File: config.mk
export PLATFORM = sky130hd
export DESIGN_NAME = shift_register_nd
export DESIGN_NICKNAME = d
export VERILOG_FILES = /design/src/rtl/shift_reg_pkg.sv /design/src/rtl/shift_bit_counter.sv /design/src/rtl/shift_register_nd.sv
export SDC_FILE = /design/constraint.sdc
export NUM_CORES = 1
export LEC_CHECK = 0
export ABC_AREA = 0
export ABC_CLOCK_PERIOD_IN_PS = 2700
export BUFFER_PORTS_ARGS = -buffer_cell sky130_fd_sc_hd__buf_2
export CAP_MARGIN = 10
export CORE_AREA = 2 2 41 43
export DETAILED_ROUTE_END_ITERATION = 12
export DIE_AREA = 0 0 43 45
export GPL_ROUTABILITY_DRIVEN = 0
export PLACE_DENSITY_LB_ADDON = 0.25
export SLEW_MARGIN = 20
export SYNTH_ARGS = -nofsm -noshare
export SYNTH_HDL_FRONTEND = slang
export SYNTH_SLANG_ARGS = --single-unit
File: constraint.sdc
create_clock -name Clk -period 2.7 [get_ports Clk]
set_input_delay 0.54 -clock Clk [delete_from_list [all_inputs] [get_ports Clk]]
set_output_delay 0.54 -clock Clk [all_outputs]
set_load 0.03 [all_outputs]
File: src/rtl/shift_reg_pkg.sv
// Shared definitions for shift_register_nd: mode encodings and counter sizing.
`timescale 1ns/1ps
package shift_reg_pkg;

  localparam logic [1:0] MODE_HOLD = 2'b00;
  localparam logic [1:0] MODE_SHL  = 2'b01;
  localparam logic [1:0] MODE_SHR  = 2'b10;
  localparam logic [1:0] MODE_LOAD = 2'b11;

  // Bits needed to hold the values 0..width inclusive.
  function automatic int calc_cnt_w(input int width);
    int w;
    w = 32'sd1;
    while ((32'sd1 << w) < (width + 32'sd1)) begin
      w = w + 32'sd1;
    end
    return w;
  endfunction

endpackage

File: src/rtl/shift_bit_counter.sv
// Shift counter for shift_register_nd: counts shifts and pulses WordValid
// on the edge that completes a WIDTH-bit word.
`timescale 1ns/1ps
module shift_bit_counter
  import shift_reg_pkg::*;
#(
  parameter int WIDTH = 8,
  localparam int CNT_W = calc_cnt_w(WIDTH)
) (
  input  logic             Clk,
  input  logic             Reset,
  input  logic             shift_en,
  input  logic             clear,
  output logic [CNT_W-1:0] BitCnt,
  output logic             WordValid
);

  localparam logic [CNT_W-1:0] LAST_CNT = CNT_W'(WIDTH - 1);

  logic [CNT_W-1:0] cnt_d, cnt_q;
  logic             word_valid_d, word_valid_q;

  // Next count and completion pulse; the pulse is only ever one shift wide.
  always_comb begin
    cnt_d        = cnt_q;
    word_valid_d = 1'b0;
    if (clear) begin
      cnt_d = {CNT_W{1'b0}};
    end else if (shift_en) begin
      if (cnt_q == LAST_CNT) begin
        cnt_d        = {CNT_W{1'b0}};
        word_valid_d = 1'b1;
      end else begin
        cnt_d = cnt_q + CNT_W'(1);
      end
    end else begin
      cnt_d = cnt_q;
    end
  end

  // Counter state with synchronous reset.
  always_ff @(posedge Clk) begin
    if (Reset) begin
      cnt_q        <= {CNT_W{1'b0}};
      word_valid_q <= 1'b0;
    end else begin
      cnt_q        <= cnt_d;
      word_valid_q <= word_valid_d;
    end
  end

  assign BitCnt    = cnt_q;
  assign WordValid = word_valid_q;

endmodule

File: src/rtl/shift_register_nd.sv
// Universal shift register (hold / shift left / shift right / load) with word counter.
// Optional rotate feedback is enabled by defining SHIFT_REG_ROTATE_EN.
`timescale 1ns/1ps
module shift_register_nd
  import shift_reg_pkg::*;
#(
  parameter int               WIDTH       = 8,
  parameter logic [WIDTH-1:0] RESET_VALUE = {WIDTH{1'b0}},
  localparam int              CNT_W       = calc_cnt_w(WIDTH)
) (
  input  logic             Clk,
  input  logic             Reset,
  input  logic [1:0]       Mode,
  input  logic             SinL,
  input  logic             SinR,
  input  logic [WIDTH-1:0] Din,
  input  logic             Rotate,
  output logic [WIDTH-1:0] Q,
  output logic             SoutL,
  output logic             SoutR,
  output logic [CNT_W-1:0] BitCnt,
  output logic             WordValid
);

  logic [WIDTH-1:0] q_d, q_q;
  logic             fill_l_s, fill_r_s;
  logic             shift_s, clear_s;

`ifdef SHIFT_REG_ROTATE_EN
  // Rotate feeds the departing bit back instead of the serial input.
  always_comb begin
    if (Rotate) begin
      fill_l_s = q_q[WIDTH-1];
      fill_r_s = q_q[0];
    end else begin
      fill_l_s = SinL;
      fill_r_s = SinR;
    end
  end
`else
  logic rotate_unused_s;
  assign rotate_unused_s = Rotate;
  assign fill_l_s        = SinL;
  assign fill_r_s        = SinR;
`endif

  // Next register value per mode.
  always_comb begin
    q_d = q_q;
    case (Mode)
      MODE_HOLD: q_d = q_q;
      MODE_SHL:  q_d = {q_q[WIDTH-2:0], fill_l_s};
      MODE_SHR:  q_d = {fill_r_s, q_q[WIDTH-1:1]};
      MODE_LOAD: q_d = Din;
      default:   q_d = q_q;
    endcase
  end

  // Data register with synchronous reset.
  always_ff @(posedge Clk) begin
    if (Reset) begin
      q_q <= RESET_VALUE;
    end else begin
      q_q <= q_d;
    end
  end

  assign shift_s = (Mode == MODE_SHL) || (Mode == MODE_SHR);
  assign clear_s = (Mode == MODE_LOAD);

  shift_bit_counter #(
    .WIDTH (WIDTH)
  ) u_counter (
    .Clk       (Clk),
    .Reset     (Reset),
    .shift_en  (shift_s),
    .clear     (clear_s),
    .BitCnt    (BitCnt),
    .WordValid (WordValid)
  );

  assign Q     = q_q;
  assign SoutL = q_q[WIDTH-1];
  assign SoutR = q_q[0];

endmodule

; Word-level counts from Yosys, hierarchy flattened
; Index checks and enable logic that the tools add are counted.
[classes]
n_addsub = 1
mul = 0
div_mod_pow = 0
magnitude_cmp = 0
eq_ne = 4
shifts = 0
n_mux = 3
bitwise = 1
reduce_logical = 4
[ops]
columns = op, n
row1 = $pmux 8 s3, 1
row2 = $add 4x1->4 const B, 1
row3 = $eq 2x2->1 const B, 2
row4 = $eq 4x3->1 const B, 1
row5 = $mux 4, 1
row6 = $reduce_or 3->1, 1
row7 = $eq 2x1->1 const B, 1
row8 = $logic_not 2->1, 1
row9 = $reduce_or 2->1, 1
row10 = $logic_or 1x1->1, 1
row11 = $mux 1, 1
row12 = $not 1->1, 1
[word_totals]
regBits = 13
latchBits = 0
ram_bits = 0
mem_bits_ro = 0
output_inout_bits = 15
n_memories = 0

; Depth between registers and ports, before layout
; Gate-level depths: netlist (run 1).
[depth]
word_depth = 4
mapped_depth = 6
ltp_nobuf = 5

; Modules after synthesis
; A second synthesis (run 1) with hierarchy kept.
[hier_totals]
hier_cells = 75
hier_area_um2 = 732.0
[by_module_without_submodules]
columns = module, n_inst, cells_each, area_each_um2, seq_area_each_um2
row1 = shift_register_nd, 1, 54, 490.5, 160.2
row2 = shift_bit_counter, 1, 21, 241.5, 100.1

; Least setup slack after synthesis (run 1)
; OpenSTA, ideal clock, no wires.
[synth_timing]
path_type = input -> register
startpoint = input port Mode[0]
endpoint = register u_counter.cnt_q[3] (netlist: u_counter.BitCnt[3])
setup_time_ns = 0.066
arrival_ns = 1.476
required_time_ns = 2.634
setup_slack_ns = 1.158
stages = 5
path_cell_list = inv_1 -> ha_1 -> nand4_1 -> or3_1 -> a21oi_2
[synth_via]
elab_chain_cells = 2
elab_cells_between_ends = 5
cone_classes = eq/ne (3) / reduce/logical (2)
[synth_lines]
columns = item, line_no
row1 = from (decl), shift_register_nd.sv:13  ; input logic [1:0] Mode,
row2 = $eq 2x1->1 or $eq 2x2->1 (tied branches), shift_register_nd.sv:68  ; assign shift_s = (Mode == MODE_SHL) || (Mode == MODE_SHR);
row3 = $logic_or 1x1->1 (*), shift_register_nd.sv:68
row4 = via shift_s, shift_register_nd.sv:27  ; logic shift_s, clear_s;
row5 = to (signal assigned), shift_bit_counter.sv:44  ; cnt_q <= {CNT_W{1'b0}};
row6 = to (signal assigned), shift_bit_counter.sv:47  ; cnt_q <= cnt_d;
row7 = to (decl), shift_bit_counter.sv:20  ; logic [CNT_W-1:0] cnt_d, cnt_q;
; The timed path passes the listed nets; every way through them passes the cells marked *.
; A chain may end at the register's enable or synchronous reset.

; Worst setup path in the final report (run 1)
[layout_timing]
startpoint = input port Mode[0]
endpoint = register q_q[0] (netlist: Q[0])
[layout_via]
elab_chain_cells = 2
elab_cells_between_ends = 5
cone_classes = eq/ne (3) / mux (1) / reduce/logical (1)
[layout_lines]
columns = item, line_no
row1 = $eq 2x2->1 or $eq 2x1->1 (tied branches), shift_register_nd.sv:50  ; case (Mode)
row2 = $pmux 8 s3, shift_register_nd.sv:50
row3 = to (signal assigned), shift_register_nd.sv:64  ; q_q <= q_d;
row4 = to (decl), shift_register_nd.sv:25  ; logic [WIDTH-1:0] q_d, q_q;
; Several ways; a longest one is shown, not always the timed one.

==> impl_metrics.env, run 1 <==
export IMPL_cp_max_fo=11
export IMPL_switching_share_pct=31.7
export IMPL_synth_simple_area_share_pct=16.0
export IMPL_syn_to_final_growth_pct=21.1
export IMPL_status="finished clean"
export IMPL_synth_seq_cells=13
export IMPL_final_cell_mix="buf_2, dfxtp_1, a221oi_1"
export IMPL_synth_warnings=0
export IMPL_drt_iter0_drc=14
export IMPL_syn_avg_cell_area_sq_um=9.29
export IMPL_antenna_found_initial=0
export IMPL_ios=30
export IMPL_cts_resized=0
export IMPL_power_switching_uw=139
export IMPL_netlist_top_cell_by_area="dfxtp_1"
export IMPL_synth_seq_area_share_pct=36.9
export IMPL_setup_tns_ps=0
export IMPL_mostFrequentLayoutCell="buf_2"
export IMPL_syn_inst=76
export IMPL_timing_final_crit_share_pct=58.2
export IMPL_arrival_ps=1770
export IMPL_viasPerCell=5.43
export IMPL_synth_top_family_by_area="compound AO/OA/AOI/OAI gates"
export IMPL_cp_required_ps=2890
export IMPL_hold_violations=0
export IMPL_synth_xor_area_share_pct=1.24
export IMPL_port_buffer_count=28
export IMPL_crit_path_end_kind="flip-flop"
export IMPL_vias=646
export IMPL_h_tree_depth=1
export IMPL_final_util_pct=58.1
export IMPL_cts_sinks=13
export IMPL_diodes=0
export IMPL_nets=124
export IMPL_wirelength_um=1440
export IMPL_muxShareOfSynthArea_pct=1.42
export IMPL_intPower_uw=299
export IMPL_relSlewSlack_pct=62.2
export IMPL_period_minus_slack_ps=1570
export IMPL_syn_num_nets=96
export IMPL_p_per_area_nw_per_um2=512
export IMPL_die_x_um=43
export IMPL_cts_made_buffers=3
export IMPL_start_util_pct=48.0
export IMPL_routedWlPerCell_um=12.1
export IMPL_yosysTopAreaCellShare_pct=36.9
export IMPL_fin_skew_ps=2.50
export IMPL_grt_pass1_vias=566
export IMPL_syn_area_sq_um=706
export IMPL_criticalPathCategory="input port to flip-flop"
export IMPL_ys_types=23
export IMPL_cts_setup_buffers=0
export IMPL_grtUsageTotal_pct=16.8
export IMPL_seqPwrFrac_pct=48.9
export IMPL_worst_slew_pin_slew_ps=567
export IMPL_vdd_drop_max_mv=0.237
export IMPL_grt_max_degree=17
export IMPL_cts_root_buffer_cell="clkbuf_4"
export IMPL_min_path_type="flip-flop to flip-flop"
export IMPL_clock_path_buffers=2
export IMPL_clk_latency_ps=270
export IMPL_rows=14
export IMPL_core_area_sq_um=1470
export IMPL_grt_first_pass_wirelength_um=2370
export IMPL_p_comb_share_pct=23.5
export IMPL_die_h_um=45
export IMPL_synth_compound_area_share_pct=25.0
export IMPL_dr_pass1_iters=4
export IMPL_hpwl_um=1060
export IMPL_power_share_clock_pct=27.6
export IMPL_drive_gt1_share_pct=35.0
export IMPL_die_area_sq_um=1940
export IMPL_p_leak_uw=0.000382
export IMPL_drc=0
export IMPL_holdBufCountCts=0
export IMPL_synth_adder_area_share_pct=8.87
export IMPL_drv_slew=0
export IMPL_overflow=0
export IMPL_finalSetupViolCount=0
export IMPL_cp_start_kind="input port"
export IMPL_cts_clk_slew_worst_paths_ps=80
export IMPL_cap_violations=0
export IMPL_max_freq_mhz=636
export IMPL_synth_area_leaders="dfxtp_1, a221oi_1, ha_1"
export IMPL_rsz0062_at_grt="false"
export IMPL_cts_tree="yes"
export IMPL_ant_nets=0
==> layout make-up <==
| class | count | area [sq um] |
|---|---|---|
| Sequential cell | 13 | 260 |
| Multi-Input combinational cell | 48 | 370 |
| Tap cell | 16 | 20.0 |
| Inverter | 10 | 37.5 |
| Fill cell | 154 | 617 |
| Timing Repair Buffer | 28 | 140 |
| Clock buffer | 4 | 26.3 |
==> worst max-delay path, cell delays in order <==
cell and delay, ps:
buf_2 110, inv_1 70, ha_1 410, o21a_2 280
a21oi_1 100, a221oi_2 240
==> final timing paths <==
| path | from | end | slack, ps | cells past startpoint |
|---|---|---|---|---|
| worst max-delay path | Mode[0] | Q[0] | 1130 | 6 |
| worst min-delay path | Q[0] | Q[0] | 500 | 2 |
| worst max register to register | u_counter.BitCnt[0] | u_counter.BitCnt[3] | 1580 | 3 |
| worst min register to register | Q[0] | Q[0] | 500 | 2 |
==> power by group through the flow <==
stage	clock network, uW	registers (uW)	logic [uW]
finish	121	214	103
global route	132	216	112
CTS	124	214	104
detailed placement	0	219	104
global placement	0	218	102
floorplan	0	239	56.0
==> metal layers <==
layer	track usage, %	vias up	routed length, um
met2	26.4	16	664
met1	21.3	300	683
met5	0	-	0
met3	3.20	2	78
met4	10.9	0	17
li1	-	328	-
==> logic make-up (layout without fill, tap and decap cells) <==
group,Yosys count,after routing
AND/OR/NAND/NOR,21,21
AO/OA/AOI/OAI,20,20
buffers and inverters,15,42
flip-flops,13,13
adder cells (fa/ha/maj),5,5
XOR/XNOR,1,1
multiplexers,1,1
==> Yosys cell counts <==
cell and n:
nand2b_1 1, nor2_1 3, dfxtp_1 13, nand2_1 9
xor2_1 1, nand3b_1 2, a221oi_1 13, a221oi_2 2
buf_6 1, a21oi_2 1, nand4_1 1, nor2_4 1
or2_1 1, ha_1 5, a21oi_1 3, clkbuf_1 1
buf_4 3, mux2i_1 1, inv_1 10, or3_1 1
nor3b_1 1, o21a_2 1, nand4b_1 1
==> flip-flops by register name, summed over array words and instances (netlist names) <==
signal	cells
u_counter.BitCnt	4
Q	8
u_counter.WordValid	1
==> stage by stage <==
stage          hold slack [ps]  std cells  worst slack (ps)  area [sq um]  total power, uW
5_1_grt                    518        119              1050           855              461
4_1_cts                    503        119              1130           855              442
6_report                   502        119              1130           855              437
3_5_place_dp               491        115               844           828              322
2_1_floorplan              612         76              1160           706              295
3_3_place_gp               482        115               854           828              320
Power figures use the tool's default switching activity.
==> run 2: changes to the inputs <==
--- a/config.mk
+++ b/config.mk
@@ -6,12 +6,12 @@
 export NUM_CORES = 1
 export LEC_CHECK = 0
 export ABC_AREA = 0
-export ABC_CLOCK_PERIOD_IN_PS = 2700
+export ABC_CLOCK_PERIOD_IN_PS = 1300
 export BUFFER_PORTS_ARGS = -buffer_cell sky130_fd_sc_hd__buf_2
 export CAP_MARGIN = 10
-export CORE_AREA = 2 2 41 43
+export CORE_AREA = 2 2 45 47
 export DETAILED_ROUTE_END_ITERATION = 12
-export DIE_AREA = 0 0 43 45
+export DIE_AREA = 0 0 47 49
 export GPL_ROUTABILITY_DRIVEN = 0
 export PLACE_DENSITY_LB_ADDON = 0.25
 export SLEW_MARGIN = 20
==> constraint.sdc (replaced) <==
create_clock -name Clk -period 1.3 [get_ports Clk]
set_input_delay 0.26 -clock Clk [delete_from_list [all_inputs] [get_ports Clk]]
set_output_delay 0.26 -clock Clk [all_outputs]
set_load 0.03 [all_outputs]
==> run 2 against run 1 <==
Clock skew down 1.4 ps. Design area up 6.6%. Worst setup slack worse by 1000 ps. Largest power group unchanged. Global-route usage down 1.3 points. First-iteration DRC count down 64%. Sequential cell count unchanged.
==> impl_metrics.env, run 2 (same netlist as run 1, synthesis figures left out) <==
export IMPL_start_util_pct=38.3
export IMPL_dr_pass1_iters=4
export IMPL_relSlewSlack_pct=77.7
export IMPL_worst_slew_pin_slew_ps=334
export IMPL_cpMaxStageDelayCell="dfxtp_1"
export IMPL_syn_to_final_growth_pct=29.1
export IMPL_vias=656
export IMPL_min_path_type="input port to flip-flop"
export IMPL_viasPerCell=4.90
export IMPL_wirelength_um=1530
export IMPL_cts_sinks=13
export IMPL_met1_usage_pct=20.0
export IMPL_largest_register_ffs=8
export IMPL_clk_latency_ps=280
export IMPL_p_per_area_nw_per_um2=1020
export IMPL_cts_setup_buffers=0
export IMPL_ios=30
export IMPL_clock_path_buffers=2
export IMPL_grt_max_degree=13
export IMPL_timing_final_crit_share_pct=91.5
export IMPL_finalSetupViolCount=0
export IMPL_drive_gt1_share_pct=37.4
export IMPL_power_switching_uw=296
export IMPL_arrival_ps=930
export IMPL_cp_start_kind="flip-flop"
export IMPL_port_buffer_count=28
export IMPL_cp_required_ps=1040
export IMPL_mostFrequentLayoutCell="buf_2"
export IMPL_holdBufCountCts=0
export IMPL_power_share_clock_pct=27.4
export IMPL_die_x_um=47
export IMPL_p_leak_uw=0.000406
export IMPL_ant_nets=0
export IMPL_nets=128
export IMPL_crit_path_end_kind="output port"
export IMPL_drt_iter0_drc=5
export IMPL_grt_first_pass_wirelength_um=2540
export IMPL_max_stage_delay_ps=420
export IMPL_finalPower_uw=928
export IMPL_cts_made_buffers=3
export IMPL_drc=0
export IMPL_antenna_found_initial=0
export IMPL_final_cell_mix="buf_2, dfxtp_1, a221oi_1"
export IMPL_intPower_uw=633
export IMPL_cts_clk_slew_worst_paths_ps=80
export IMPL_max_freq_mhz=840
export IMPL_cp_max_fo=5
export IMPL_cap_violations=0
export IMPL_routedWlPerCell_um=11.4
export IMPL_grtUsageMet2_pct=21.9
export IMPL_diodes=0
export IMPL_seqPwrFrac_pct=47.9
export IMPL_h_tree_depth=1
export IMPL_cts_resized=0
export IMPL_grt_pass1_vias=602
export IMPL_vdd_drop_max_mv=0.455
export IMPL_cts_root_buffer_cell="clkbuf_4"
export IMPL_rows=16
export IMPL_switching_share_pct=31.9
export IMPL_overflow=0
export IMPL_cts_tree="yes"
export IMPL_path_cells="buf_2"
export IMPL_use_met3_pct=3.33
export IMPL_period_minus_slack_ps=1190
export IMPL_drv_slew=0
export IMPL_hpwl_um=1150
export IMPL_hold_violations=0
export IMPL_top_usage_layer="met2"
export IMPL_status="finished clean"
export IMPL_die_h_um=49
export IMPL_crit_buf_inv=1
export IMPL_core_area_sq_um=1840
export IMPL_rsz0062_at_grt="false"
export IMPL_critPathTopFamily="flip-flops"
export IMPL_die_area_sq_um=2300
export IMPL_fin_skew_ps=1.08
export IMPL_p_comb_share_pct=24.7
export IMPL_criticalPathCategory="flip-flop to output port"
export IMPL_grtUsageTotal_pct=15.5
export IMPL_finalHoldWorstSlack_ps=230
-- run 2: path summary, 6_finish.rpt --
kind | cells past startpoint | start | endpoint | slack [ps]
max reg2reg | 3 | u_counter.BitCnt[0] | u_counter.BitCnt[3] | 160
min reg2reg | 2 | Q[7] | Q[7] | 500
min | 3 | Din[1] | Q[1] | 230
max | 1 | u_counter.BitCnt[2] | BitCnt[2] | 110
-- run 2: tightest hold or removal path, delay by kind of cell --
kind	cells	cell delay (ps)
and+or+nand+nor	1	50
AOI/OAI and AO/OA	1	60
buffers and inverters	1	90
-- run 2: power by group through the flow --
stage               Combinational [uW]  Sequential, uW  Clock [uW]
finish                             229             445         255
global placement                   227             453           0
CTS                                232             445         264
global route                       252             449         291
detailed placement                 231             455           0
floorplan                          116             497           0
-- run 2: per-layer routing --
metal / share of wire (%) / vias to the layer above
li1: - / 337
met1: 48 / 295
met2: 44 / 20
met3: 5.0 / 4
met4: 3.1 / 0
met5: 0 / -
-- run 2: cell type report --
class / instances / area (sq um)
tap: 27 / 33.8
fill: 200 / 931
sequential: 13 / 260
clock buffer: 4 / 26.3
multi-input combinational: 48 / 370
inverter: 10 / 37.5
timing repair buffer: 32 / 183
-- run 2: metrics by stage --
stage	instance area (sq um)	setup WS, ps	TNS (ps)	std cells	util (%)
after CTS	911	94.5	0	134	49.5
after floorplan	706	38.2	0	76	-
final	911	110	0	134	49.5
after global routing	911	45.9	0	134	49.5
after detailed placement	885	-161	-1050	130	48.0
after global placement	885	-99.8	-620	130	48.0
==> run 3: changes to the inputs <==
--- a/config.mk
+++ b/config.mk
@@ -7,7 +7,7 @@
 export LEC_CHECK = 0
 export ABC_AREA = 0
 export ABC_CLOCK_PERIOD_IN_PS = 1300
-export BUFFER_PORTS_ARGS = -buffer_cell sky130_fd_sc_hd__buf_2
+export BUFFER_PORTS_ARGS = -buffer_cell sky130_fd_sc_hd__buf_4
 export CAP_MARGIN = 10
 export CORE_AREA = 2 2 45 47
 export DETAILED_ROUTE_END_ITERATION = 12
==> constraint.sdc (replaced) <==
create_clock -name Clk -period 1.3 [get_ports Clk]
set_input_delay 0.13 -clock Clk [delete_from_list [all_inputs] [get_ports Clk]]
set_output_delay 0.13 -clock Clk [all_outputs]
set_load 0.03 [all_outputs]
==> run 3 against run 2 <==
Register-to-register slack about the same. Worst setup slack improved by 57 ps. Die area is the same. Worst hold slack lost 140 ps. Fmax up 5.0%. Non-clock buffer count unchanged. Clock power shrank 2%. Count of clock-buffer cells in the layout did not move. Design area rose by 7.7%. Sequential cell count unchanged. Wire length fell by 0.65%. Critical endpoint is now u_counter.BitCnt[3]. Largest power group unchanged. Highest routed layer unchanged.
==> impl_metrics.env, run 3 (same netlist as run 1, synthesis figures left out) <==
export IMPL_final_util_pct=53.3
export IMPL_clock_path_buffers=2
export IMPL_fillers=189
export IMPL_vias=659
export IMPL_p_per_area_nw_per_um2=971
export IMPL_setup_worst_path_start="u_counter.BitCnt[0]"
export IMPL_drive_gt1_share_pct=37.4
export IMPL_mostFrequentLayoutCell="buf_4"
export IMPL_start_util_pct=38.3
export IMPL_die_area_sq_um=2300
export IMPL_rsz0062_at_grt="false"
export IMPL_cp_required_ps=1520
export IMPL_overflow=0
export IMPL_ant_nets=0
export IMPL_timing_final_crit_share_pct=87.1
export IMPL_port_buffer_count=28
export IMPL_grtUsageTotal_pct=14.8
export IMPL_grt_first_pass_wirelength_um=2500
export IMPL_cts_setup_buffers=0
export IMPL_largest_register_ffs=8
export IMPL_cp_start_kind="flip-flop"
export IMPL_arrival_ps=1350
export IMPL_reg2reg_depth=3
export IMPL_routedWlPerCell_um=11.3
export IMPL_finalHoldWorstSlack_ps=94.4
export IMPL_fin_ws_ps=167
export IMPL_max_freq_mhz=883
export IMPL_period_minus_slack_ps=1130
export IMPL_dr_pass1_iters=4
export IMPL_syn_to_final_growth_pct=39.0
export IMPL_setup_tns_ps=0
export IMPL_cts_tree="yes"
export IMPL_p_leak_uw=0.000419
export IMPL_cts_resized=0
export IMPL_critical_path_reg2reg_startpoint="u_counter.BitCnt[0]"
export IMPL_finalPower_uw=952
export IMPL_min_path_type="input port to flip-flop"
export IMPL_grt_pass1_vias=559
export IMPL_cp_max_fo=5
export IMPL_crit_path_end="u_counter.BitCnt[3]"
export IMPL_worst_slew_pin_slew_ps=313
export IMPL_holdBufCountCts=0
export IMPL_rows=16
export IMPL_final_cell_mix="buf_4, dfxtp_1, a221oi_1"
export IMPL_hold_violations=0
export IMPL_drc=0
export IMPL_viasPerCell=4.92
export IMPL_relSlewSlack_pct=79.1
export IMPL_cap_violations=0
export IMPL_clk_latency_ps=270
export IMPL_cts_clk_slew_worst_paths_ps=80
export IMPL_dp_slack_ps=16.5
export IMPL_criticalPathCategory="flip-flop to flip-flop"
export IMPL_die_h_um=49
export IMPL_vdd_drop_max_mv=0.570
export IMPL_cts_root_buffer_cell="clkbuf_4"
export IMPL_multi_input_area_sq_um=370
export IMPL_cts_made_buffers=3
export IMPL_wirelength_um=1520
export IMPL_hold_depth=2
export IMPL_grt_max_degree=17
export IMPL_diodes=0
export IMPL_finalSetupViolCount=0
export IMPL_core_area_sq_um=1840
export IMPL_antenna_found_initial=0
export IMPL_seq_area_sq_um=260
export IMPL_rrSetupSlack_ps=170
export IMPL_ios=30
export IMPL_drt_iter0_drc=5
export IMPL_die_x_um=47
export IMPL_cts_sinks=13
export IMPL_fin_skew_ps=1.49
export IMPL_nets=128
export IMPL_crit_path_end_kind="flip-flop"
export IMPL_h_tree_depth=1
export IMPL_drv_slew=0
export IMPL_status="finished clean"
export IMPL_timing_rr_end="u_counter.BitCnt[3]"
## run 3: cell counts in the layout (fill, tap and decap cells not counted)
Identical to the previous run, type by type.
## run 3: per-stage QoR
step	cell area, sq um	instances
after floorplan	706	76
after global placement	955	130
after detailed placement	955	130
after CTS	981	134
after global routing	981	134
final	981	134
## run 3: layout make-up
class                      instances  share of cell area (%)
sequential                        13                    26.5
tap                               27                    3.44
clock buffer                       4                    2.68
multi-input combinational         48                    37.8
timing repair buffer              32                    25.8
inverter                          10                    3.83
## run 3: power by group
part | leakage [uW] | switching [uW] | internal, uW
sequential | 0.000107 | 24.6 | 422
clock | 0.0000150 | 132 | 119
combinational | 0.000298 | 137 | 118
## run 3: worst max-delay path, cell delays in order (launching register included)
cell and delay [ps]:
dfxtp_1 340, ha_1 250, or3_1 370, a21oi_2 110
## run 3: worst min-delay path by stage
stage          endpoint  startpoint  slack [ps]
2_1_floorplan      Q[1]      Din[1]         280
3_3_place_gp       Q[6]       Reset         380
3_5_place_dp       Q[0]       Reset         390
4_1_cts            Q[6]       Reset          90
5_1_grt            Q[6]       Reset          80
6_report           Q[0]       Reset          90
## run 3: layer usage
metal	track usage [%]	up-vias	part of all wire (%)
li1	-	337	-
met1	20.6	292	48
met2	20.3	27	43
met3	4.81	3	7.2
met4	6.94	0	1.4
met5	0	-	0
